--- src/rtl/i2c_regif_pkg.sv ---
// Shared types and constants for the I2C register-access bridge.
package i2c_regif_pkg;

  // Default first offset of the write-protected (read-only) region.
  localparam logic [7:0] RO_BASE_DEF = 8'hC0;

  // One queued register request: rw = 1 for write.
  typedef struct packed {
    logic       rw;
    logic [7:0] ofs;
    logic [7:0] wdat;
  } req_t;

  localparam int unsigned REQ_W = $bits(req_t);

  // Memory-side access sequencer states.
  typedef enum logic [1:0] {
    IDLE,
    REQ,
    RDWAIT,
    RDOUT
  } state_t;

endpackage

--- src/rtl/i2c_reqfifo.sv ---
// Request queue: dual push (slot a first, then slot b) and single pop.
// o_free reports free slots including a same-cycle pop, so a full queue
// can accept a push in the cycle its head is consumed.
module i2c_reqfifo
  import i2c_regif_pkg::*;
#(
  parameter int unsigned DEPTH = 2
) (
  input  logic                     i_clk,
  input  logic                     i_rst,
  input  logic                     i_push_a,
  input  logic [REQ_W-1:0]         i_dat_a,
  input  logic                     i_push_b,
  input  logic [REQ_W-1:0]         i_dat_b,
  input  logic                     i_pop,
  output logic [REQ_W-1:0]         o_head,
  output logic                     o_empty,
  output logic [$clog2(DEPTH):0]   o_free
);

  localparam int unsigned PW = $clog2(DEPTH);
  localparam int unsigned CW = PW + 1;

  logic [REQ_W-1:0] mem [DEPTH];
  logic [PW-1:0]    wptr;
  logic [PW-1:0]    rptr;
  logic [CW-1:0]    count;
  logic [PW-1:0]    wptr_b;
  logic [1:0]       n_push;

  // Slot b lands right after slot a when both are pushed.
  always_comb begin
    n_push  = {1'b0, i_push_a} + {1'b0, i_push_b};
    wptr_b  = wptr + PW'(i_push_a);
    o_head  = mem[rptr];
    o_empty = (count == '0);
    o_free  = CW'(DEPTH) - count + CW'(i_pop);
  end

  // Entry storage; contents need no reset since count gates visibility.
  always_ff @(posedge i_clk) begin
    if (i_push_a) mem[wptr]   <= i_dat_a;
    if (i_push_b) mem[wptr_b] <= i_dat_b;
  end

  // Pointers wrap naturally because DEPTH is a power of two.
  always_ff @(posedge i_clk or posedge i_rst) begin
    if (i_rst) begin
      wptr  <= '0;
      rptr  <= '0;
      count <= '0;
    end else begin
      wptr  <= wptr + PW'(n_push);
      rptr  <= rptr + PW'(i_pop);
      count <= count + CW'(n_push) - CW'(i_pop);
    end
  end

endmodule

--- src/rtl/i2c_regif.sv ---
// Register-access bridge between the I2C slave engine and the shared
// register memory port: queues slave strobes, sequences memory accesses,
// returns read data as a load strobe and NAKs protected writes.
module i2c_regif
  import i2c_regif_pkg::*;
#(
  parameter logic [7:0]  RO_BASE = RO_BASE_DEF,
  parameter int unsigned QDEPTH  = 2
) (
  input  logic       i_clk,
  input  logic       i_rst,
  input  logic       i_we,
  input  logic       i_re,
  input  logic       i_r_early,
  input  logic [7:0] i_ofs,
  input  logic [7:0] i_wdat,
  output logic [7:0] o_rdat,
  output logic       o_rd_mem,
  output logic       o_fwnak,
  output logic       o_mem_req,
  output logic       o_mem_wr,
  output logic [7:0] o_mem_addr,
  output logic [7:0] o_mem_wdat,
  input  logic       i_mem_gnt,
  input  logic [7:0] i_mem_rdat,
  input  logic       i_clr,
  output logic       o_ovf,
  output logic       o_wprot,
  output logic       o_busy
);

  localparam int unsigned FW = $clog2(QDEPTH) + 1;

  state_t           state;
  state_t           state_nx;
  logic             rd_stb;
  logic             wr_prot;
  logic             wr_ok;
  logic             push_a;
  logic             push_b;
  req_t             dat_a;
  req_t             dat_b;
  req_t             wr_ent;
  req_t             rd_ent;
  logic             ovf_set;
  logic             pop;
  logic             load;
  logic             q_empty;
  logic [REQ_W-1:0] q_head;
  req_t             head;
  logic [FW-1:0]    q_free;

  assign head = req_t'(q_head);

  i2c_reqfifo #(
    .DEPTH (QDEPTH)
  ) u_fifo (
    .i_clk    (i_clk),
    .i_rst    (i_rst),
    .i_push_a (push_a),
    .i_dat_a  (dat_a),
    .i_push_b (push_b),
    .i_dat_b  (dat_b),
    .i_pop    (pop),
    .o_head   (q_head),
    .o_empty  (q_empty),
    .o_free   (q_free)
  );

  // Strobe capture: a combined write+read needs two slots; the read is the
  // one dropped when only a single slot is free.
  always_comb begin
    rd_stb  = i_re | i_r_early;
    wr_prot = i_we && (i_ofs >= RO_BASE);
    wr_ok   = i_we && !wr_prot;
    wr_ent  = '{rw: 1'b1, ofs: i_ofs, wdat: i_wdat};
    rd_ent  = '{rw: 1'b0, ofs: i_ofs, wdat: i_wdat};
    push_a  = 1'b0;
    push_b  = 1'b0;
    dat_a   = wr_ent;
    dat_b   = rd_ent;
    ovf_set = 1'b0;
    if (wr_ok && rd_stb) begin
      if (q_free >= FW'(2)) begin
        push_a = 1'b1;
        push_b = 1'b1;
      end else if (q_free == FW'(1)) begin
        push_a  = 1'b1;
        ovf_set = 1'b1;
      end else begin
        ovf_set = 1'b1;
      end
    end else if (wr_ok || rd_stb) begin
      dat_a = wr_ok ? wr_ent : rd_ent;
      if (q_free != '0) push_a = 1'b1;
      else              ovf_set = 1'b1;
    end
  end

  // Sequencer next-state and decoded outputs.
  always_comb begin
    state_nx  = state;
    pop       = 1'b0;
    load      = 1'b0;
    o_mem_req = 1'b0;
    o_rd_mem  = 1'b0;
    case (state)
      IDLE: begin
        if (!q_empty) begin
          load     = 1'b1;
          state_nx = REQ;
        end
      end
      REQ: begin
        o_mem_req = 1'b1;
        if (i_mem_gnt) begin
          pop      = 1'b1;
          state_nx = o_mem_wr ? IDLE : RDWAIT;
        end
      end
      RDWAIT: state_nx = RDOUT;
      RDOUT: begin
        o_rd_mem = 1'b1;
        state_nx = IDLE;
      end
      default: state_nx = IDLE;
    endcase
    o_busy = !q_empty || (state != IDLE);
  end

  // Sequencer state register.
  always_ff @(posedge i_clk or posedge i_rst) begin
    if (i_rst) state <= IDLE;
    else       state <= state_nx;
  end

  // Memory request fields, read data capture, NAK pulse and sticky flags.
  always_ff @(posedge i_clk or posedge i_rst) begin
    if (i_rst) begin
      o_mem_wr   <= 1'b0;
      o_mem_addr <= '0;
      o_mem_wdat <= '0;
      o_rdat     <= '1;
      o_fwnak    <= 1'b0;
      o_ovf      <= 1'b0;
      o_wprot    <= 1'b0;
    end else begin
      if (load) begin
        o_mem_wr   <= head.rw;
        o_mem_addr <= head.ofs;
        o_mem_wdat <= head.wdat;
      end
      if (state == RDWAIT) o_rdat <= i_mem_rdat;
      o_fwnak <= wr_prot;
      if (ovf_set)    o_ovf <= 1'b1;
      else if (i_clr) o_ovf <= 1'b0;
      if (wr_prot)    o_wprot <= 1'b1;
      else if (i_clr) o_wprot <= 1'b0;
    end
  end

endmodule
--- config.mk ---
export PLATFORM = sky130hd
export DESIGN_NAME = i2c_regif
export DESIGN_NICKNAME = d
export VERILOG_FILES = /design/src/rtl/i2c_regif_pkg.sv /design/src/rtl/i2c_reqfifo.sv /design/src/rtl/i2c_regif.sv
export SDC_FILE = /design/constraint.sdc
export NUM_CORES = 1
export LEC_CHECK = 0
export CORE_ASPECT_RATIO = 1.25
export CORE_MARGIN = 5
export CORE_UTILIZATION = 50
export DETAILED_ROUTE_END_ITERATION = 12
export GPL_TIMING_DRIVEN = 0
export PLACE_DENSITY = 0.83
export SYNTH_ARGS = -nofsm -noshare
export SYNTH_HDL_FRONTEND = slang
export SYNTH_SLANG_ARGS = --single-unit
--- constraint.sdc ---
create_clock -name i_clk -period 4 [get_ports i_clk]
set_input_delay 0.6 -clock i_clk [delete_from_list [all_inputs] [get_ports i_clk]]
set_output_delay 0.6 -clock i_clk [all_outputs]
set_load 0.01 [all_outputs]
Word level (Yosys, flattened, before mapping)
Memories as Yosys holds them, arrays and structs flattened. A register that Yosys moved wholly into a read port is not among the register bits.
Cells that the tools add are included.
- add/subtract/negate cells: 8
- order comparisons: 2
- equal/unequal tests: 6
- muxes and demuxes: 31
- bitwise logic cells: 1
- reduce and logical (&&, ||, !) cells: 14
- operators by type and width (kind ; count):
    two-way mux 17 bit ; 3
    two-way mux 1 bit ; 24
    >= comparator 8 bit (second input constant) ; 1
    case mux 2 bit (4 select lines) ; 1
    nonzero test 2 bit ; 4
    two-way mux 2 bit ; 3
    == test 2 x 1 -> 1 bit (second input constant) ; 2
    == test 2 bit (second input constant) ; 2
    zero test 2 bit ; 2
    inequality test 2 bit (second input constant) ; 2
    adder 1 bit ; 3
    logical AND 1 bit ; 3
    adder 1 x 1 -> 2 bit ; 1
    adder 2 x 1 -> 2 bit ; 1
    adder 2 bit ; 1
    >= comparator 2 bit (second input constant) ; 1
    zero test 1 bit ; 2
    logical OR 1 bit ; 2
    AND reduction 2 bit ; 1
    subtractor 2 x 1 -> 2 bit ; 1
    subtractor 2 bit (first input constant) ; 1
    OR 1 bit ; 1
- flip-flop bits (word level): 17
- memory bits (writable): 34
- input port bits: 31
- output and inout bits: 31
- memories: 1
- memories (memory ; words ; bits a word ; read ports ; clocked after Yosys merged registers in ; write ports ; RTL line ; source):
    u_fifo.mem ; 2 ; 17 ; 1 ; 1 ; 2 ; i2c_reqfifo.sv:24 ; logic [REQ_W-1:0] mem [DEPTH];

Longest topological paths before layout
- word-level depth: 10
- mapped depth: 10
- gate-level depth less buffers: 9

By module
Synthesis repeated with hierarchy kept, for this count alone.
- cells, all modules: 198
- area total of the unflattened synthesis: 3224.3 sq um
- by module, submodules not included (module ; times used ; cells each ; area each (sq um) ; sequential area each (sq um)):
    i2c_reqfifo ; 1 ; 116 ; 1973.1 ; 1121.1
    i2c_regif ; 1 ; 82 ; 1251.2 ; 760.7

Worst setup path before layout
OpenSTA, ideal clock, no wires.
- path type: reg2reg
- start: reg state[0]
- end: mem u_fifo.mem[1][0] in the netlist's numbering, enable pin
- data arrival time: 2.531 ns
- required time: 3.636 ns
- setup slack: 1.106 ns
- cell stages (with the launch flop): 9
- cell sequence: dfrtp_1 nor2b_1 nand2_1 ha_1 xor2_1 a22oi_1 inv_1 fa_1 inv_1
- RTL lines (item ; RTL line ; source):
    from (decl) ; i2c_regif.sv:34 ; state_t state;
    from (signal assigned) ; i2c_regif.sv:134 ; else state <= state_nx;
    to (decl) ; i2c_reqfifo.sv:24 ;

==> reports/qor.txt <==
Post-Layout Cell Count: 344
Hold path endpoint: o_wprot
Number of fill cells: 446
Max Root-Sink Buffers: 2
Post-synth EDFFs: 32
Crit start category: input pin
Congestion Overflow GR: 0
Final hold vios: 0
Later-pin clock latency in the skew report: 0.34 ns
Relative slew margins: 43.3%
Ys async rst share: 50.0%
Synth cell types: 34
Placed Instances: 328
Clock Skews: 0.0127 ns
Critical Path End Type: flip-flop
Max Slew Vio Count: 0
Pint: 0.00238 W
Seq pwr share: 38.8%
Die ar.: 7690 um^2
Outcome: finished, final reports clean
Total global-route track usage: 16.5%
Worst-path fanout max: 16
VDD IR-drop max: 0.000539 V
Htree depth: 3
Cell family with most CP delay: buffers and inverters
CTS Hold Bufs: 0
Post-layout util: 67.1%
Worst Path Required: 3.97 ns
Yosys top cell area share: 31.9%
Post-Synth Adder-Cell Area: 4.15%
Worst-path cell chain: clkdlybuf4s50_1 > nand2_1 > ha_1 > xor2_1 > a22oi_1 > inv_1 > fa_1 > inv_1
Initial antenna violation count: 0
Pre-antenna DRT Iters: 4
RSZ-0062 raised after global routing: false
HP Start: o_wprot
# DRC: 0
Tcrit/Tclk final: 81.2%
Floorplan core area: 5820 um^2
Largest net degree at the start of global routing: 35
Hpwl dp: 4070 um
Cell type with the largest total area after synthesis: edfxtp_1
DR vias: 1799
Area added between synthesis and finish: 29.7%
Num CTS Buffers: 9
Routability Congestion: 0.745
# rows: 31
Dpl cell area: 3710 um^2
Cell area after synthesis: 3010 um^2
Cells after Synth: 201
PwrDens: 912 nW/um^2
DRT iter0 DRCs: 82
Clock share of power: 16.0%
Post-Synth XOR/XNOR Area: 1.74%
Fmax: 0.308 GHz
CTS sink count: 68
Mux contribution to synthesized area: 15.7%
Worst-Margin Slew: 0.848 ns
CTS tree: yes
Worst Path Arrival: 3.22 ns
Largest stage delay on the critical path: 0.50 ns
Syn nets: 240
Reg2Reg Setup Slack: 0.82 ns
Largest family of logic cells by synthesized area: multiplexers
R2R depth: 8
Synth Area in Compound Gates: 3.61%
Seq/Total Area, Yosys: 61.8%
Post-synthesis register bit count: 68
Worst hold path depth: 1
Vias in the first global route: 1963
Die H: 96.8 um
Nets: 312
Drt wl/cell: 16.8 um
Antenna Nets Post-Route: 0
# IOs: 62
Synth Flop Type: edfxtp_1
Launch point of the worst path: i_mem_gnt
Max Cap Viol: 0
CP max stage cell: inv_1
Cell area after layout: 3910 um^2
Clk root buf: clkbuf_8
Final Setup Violations: 0
Reg2reg end: u_fifo.mem[1][3]
Post-CTS setup buffer count: 0
Final wirelength: 5770 um
Leakage Power: 1.56 nW
Share of post-route cells with drive strength above 1: 29.1%
Worst Hold Class: flip-flop to flip-flop
Setup TNS: 0 ns
Final min period: 3.25 ns
CP dominant cell by count: inv_1
Starting density of the core: 51.8%
Worst R2R Start: state[0]
NetSw: 0.00118 W
Sw frac: 33.1%
Critical path buffers and inverters: 3
Synth Area in Simple Gates: 9.63%
Logic gate share of total power: 45.2%
# diodes: 0
Clock-pin transition on the worst setup and hold timing paths: 0.07 ns
Critical path class: input pin to flip-flop
Synth area leaders: edfxtp_1, dfrtp_1, mux2_2
First-pass GRT wire length: 9520 um
Input/output buffers: 61
Yosys Warn Count: 0
Syn avg cell area: 15.0 um^2
Vias per cell: 5.23
Width of the die: 79.4 um
PostCTS Resize Cnt: 0
## cells in the final DEF (no fill, tap or decap), drive strengths merged
master,n
clkdlybuf4s50,61
mux2,42
nor2b,34
edfxtp,32
dfrtp,26
inv,12
clkbuf,10
dfstp,8
buf,7
ha,6
xnor2,4
clkinv,4
nor2,3
xor2,2
nand2,2
and2,2
a41oi,2
nand3,2
o221a,2
fa,2
dfxtp,2
nor3,2
and3,1
a21o,1
a21boi,1
or2,1
maj3,1
a22o,1
o21bai,1
o21ai,1
a21bo,1
a22oi,1
bufinv,1
## worst reg2reg max path: stages, from the launching register on
cell and delay [ns]:
dfrtp_1 0.45, nor2b_1 0.20, nand2_1 0.16, ha_1 0.26
xor2_1 0.20, a22oi_1 0.48, inv_1 0.13, fa_1 0.43
inv_1 0.50
## worst max path at each step
stage	endpoint	slack, ns	cells past startpoint
2_1_floorplan	u_fifo.mem[1][0]	1.11	8
3_3_place_gp	u_fifo.mem[1][10]	0.43	8
3_5_place_dp	u_fifo.mem[1][10]	0.39	8
4_1_cts	u_fifo.mem[1][3]	0.74	8
5_1_grt	u_fifo.mem[1][15]	0.53	8
6_report	u_fifo.mem[1][3]	0.75	8
## state kept, by name, summed over array words and instances (netlist names), named ones only
name,cells
u_fifo.mem,34
o_mem_addr,8
o_mem_wdat,8
o_rdat,8
u_fifo.count,2
o_fwnak,1
o_mem_wr,1
o_ovf,1
o_wprot,1
state,1
u_fifo.rptr,1
u_fifo.wptr,1
## cells by family after synthesis
family,after synthesis
and+or+nand+nor,47
muxes,42
DFF,68
buffers and inverters,18
xor gates and xnor gates,6
AOI/OAI and AO/OA,11
adders and majority gates,9
## per-layer routing
layer / track usage [%] / routed length, um
met5: 0 / 0
met4: 5.56 / 76
met3: 5.58 / 218
met2: 28.7 / 3220
met1: 18.5 / 2260
## synthesized netlist by cell type, types with 2 or more instances
cell type / instances
fa_1: 2
dfxtp_1: 2
edfxtp_1: 32
nand3_1: 2
a41oi_2: 2
inv_1: 11
xnor2_1: 4
xor2_1: 2
and2_1: 2
buf_6: 2
dfrtp_1: 26
dfstp_2: 8
buf_2: 3
nor2_1: 2
nor2b_1: 34
ha_1: 6
mux2_2: 42
nand2_1: 2
o221a_2: 2
## stage by stage
stage | hold slack [ns] | setup slack [ns] | power (W)
floorplan | 0.499 | 1.11 | 0.00242
CTS | 0.482 | 0.738 | 0.00361
global placement | 0.463 | 0.431 | 0.00295
detailed placement | 0.467 | 0.387 | 0.00303
global route | 0.507 | 0.530 | 0.00380
finish | 0.477 | 0.750 | 0.00356
## power by group through the flow
stage                     Sequential (W)  Combinational, W  Clock [W]
after floorplan                  0.00143          0.000990          0
after global placement           0.00137           0.00158          0
after detailed placement         0.00140           0.00163          0
after CTS                        0.00139           0.00164   0.000577
after global routing             0.00142           0.00176   0.000616
final                            0.00138           0.00161   0.000569
## cell type report
cell class	instances	area, um^2	share of cell area [%]
plain buffers	7	60.1	1.54
clock buffers	10	138	3.52
clock inverters	6	62.6	1.60
inverters	11	41.3	1.06
multi-input cells	115	1050	26.9
flip-flops and latches	68	1860	47.7
well taps	66	82.6	2.11
repair buffers	61	611	15.6
Power figures use the tool's default switching activity.
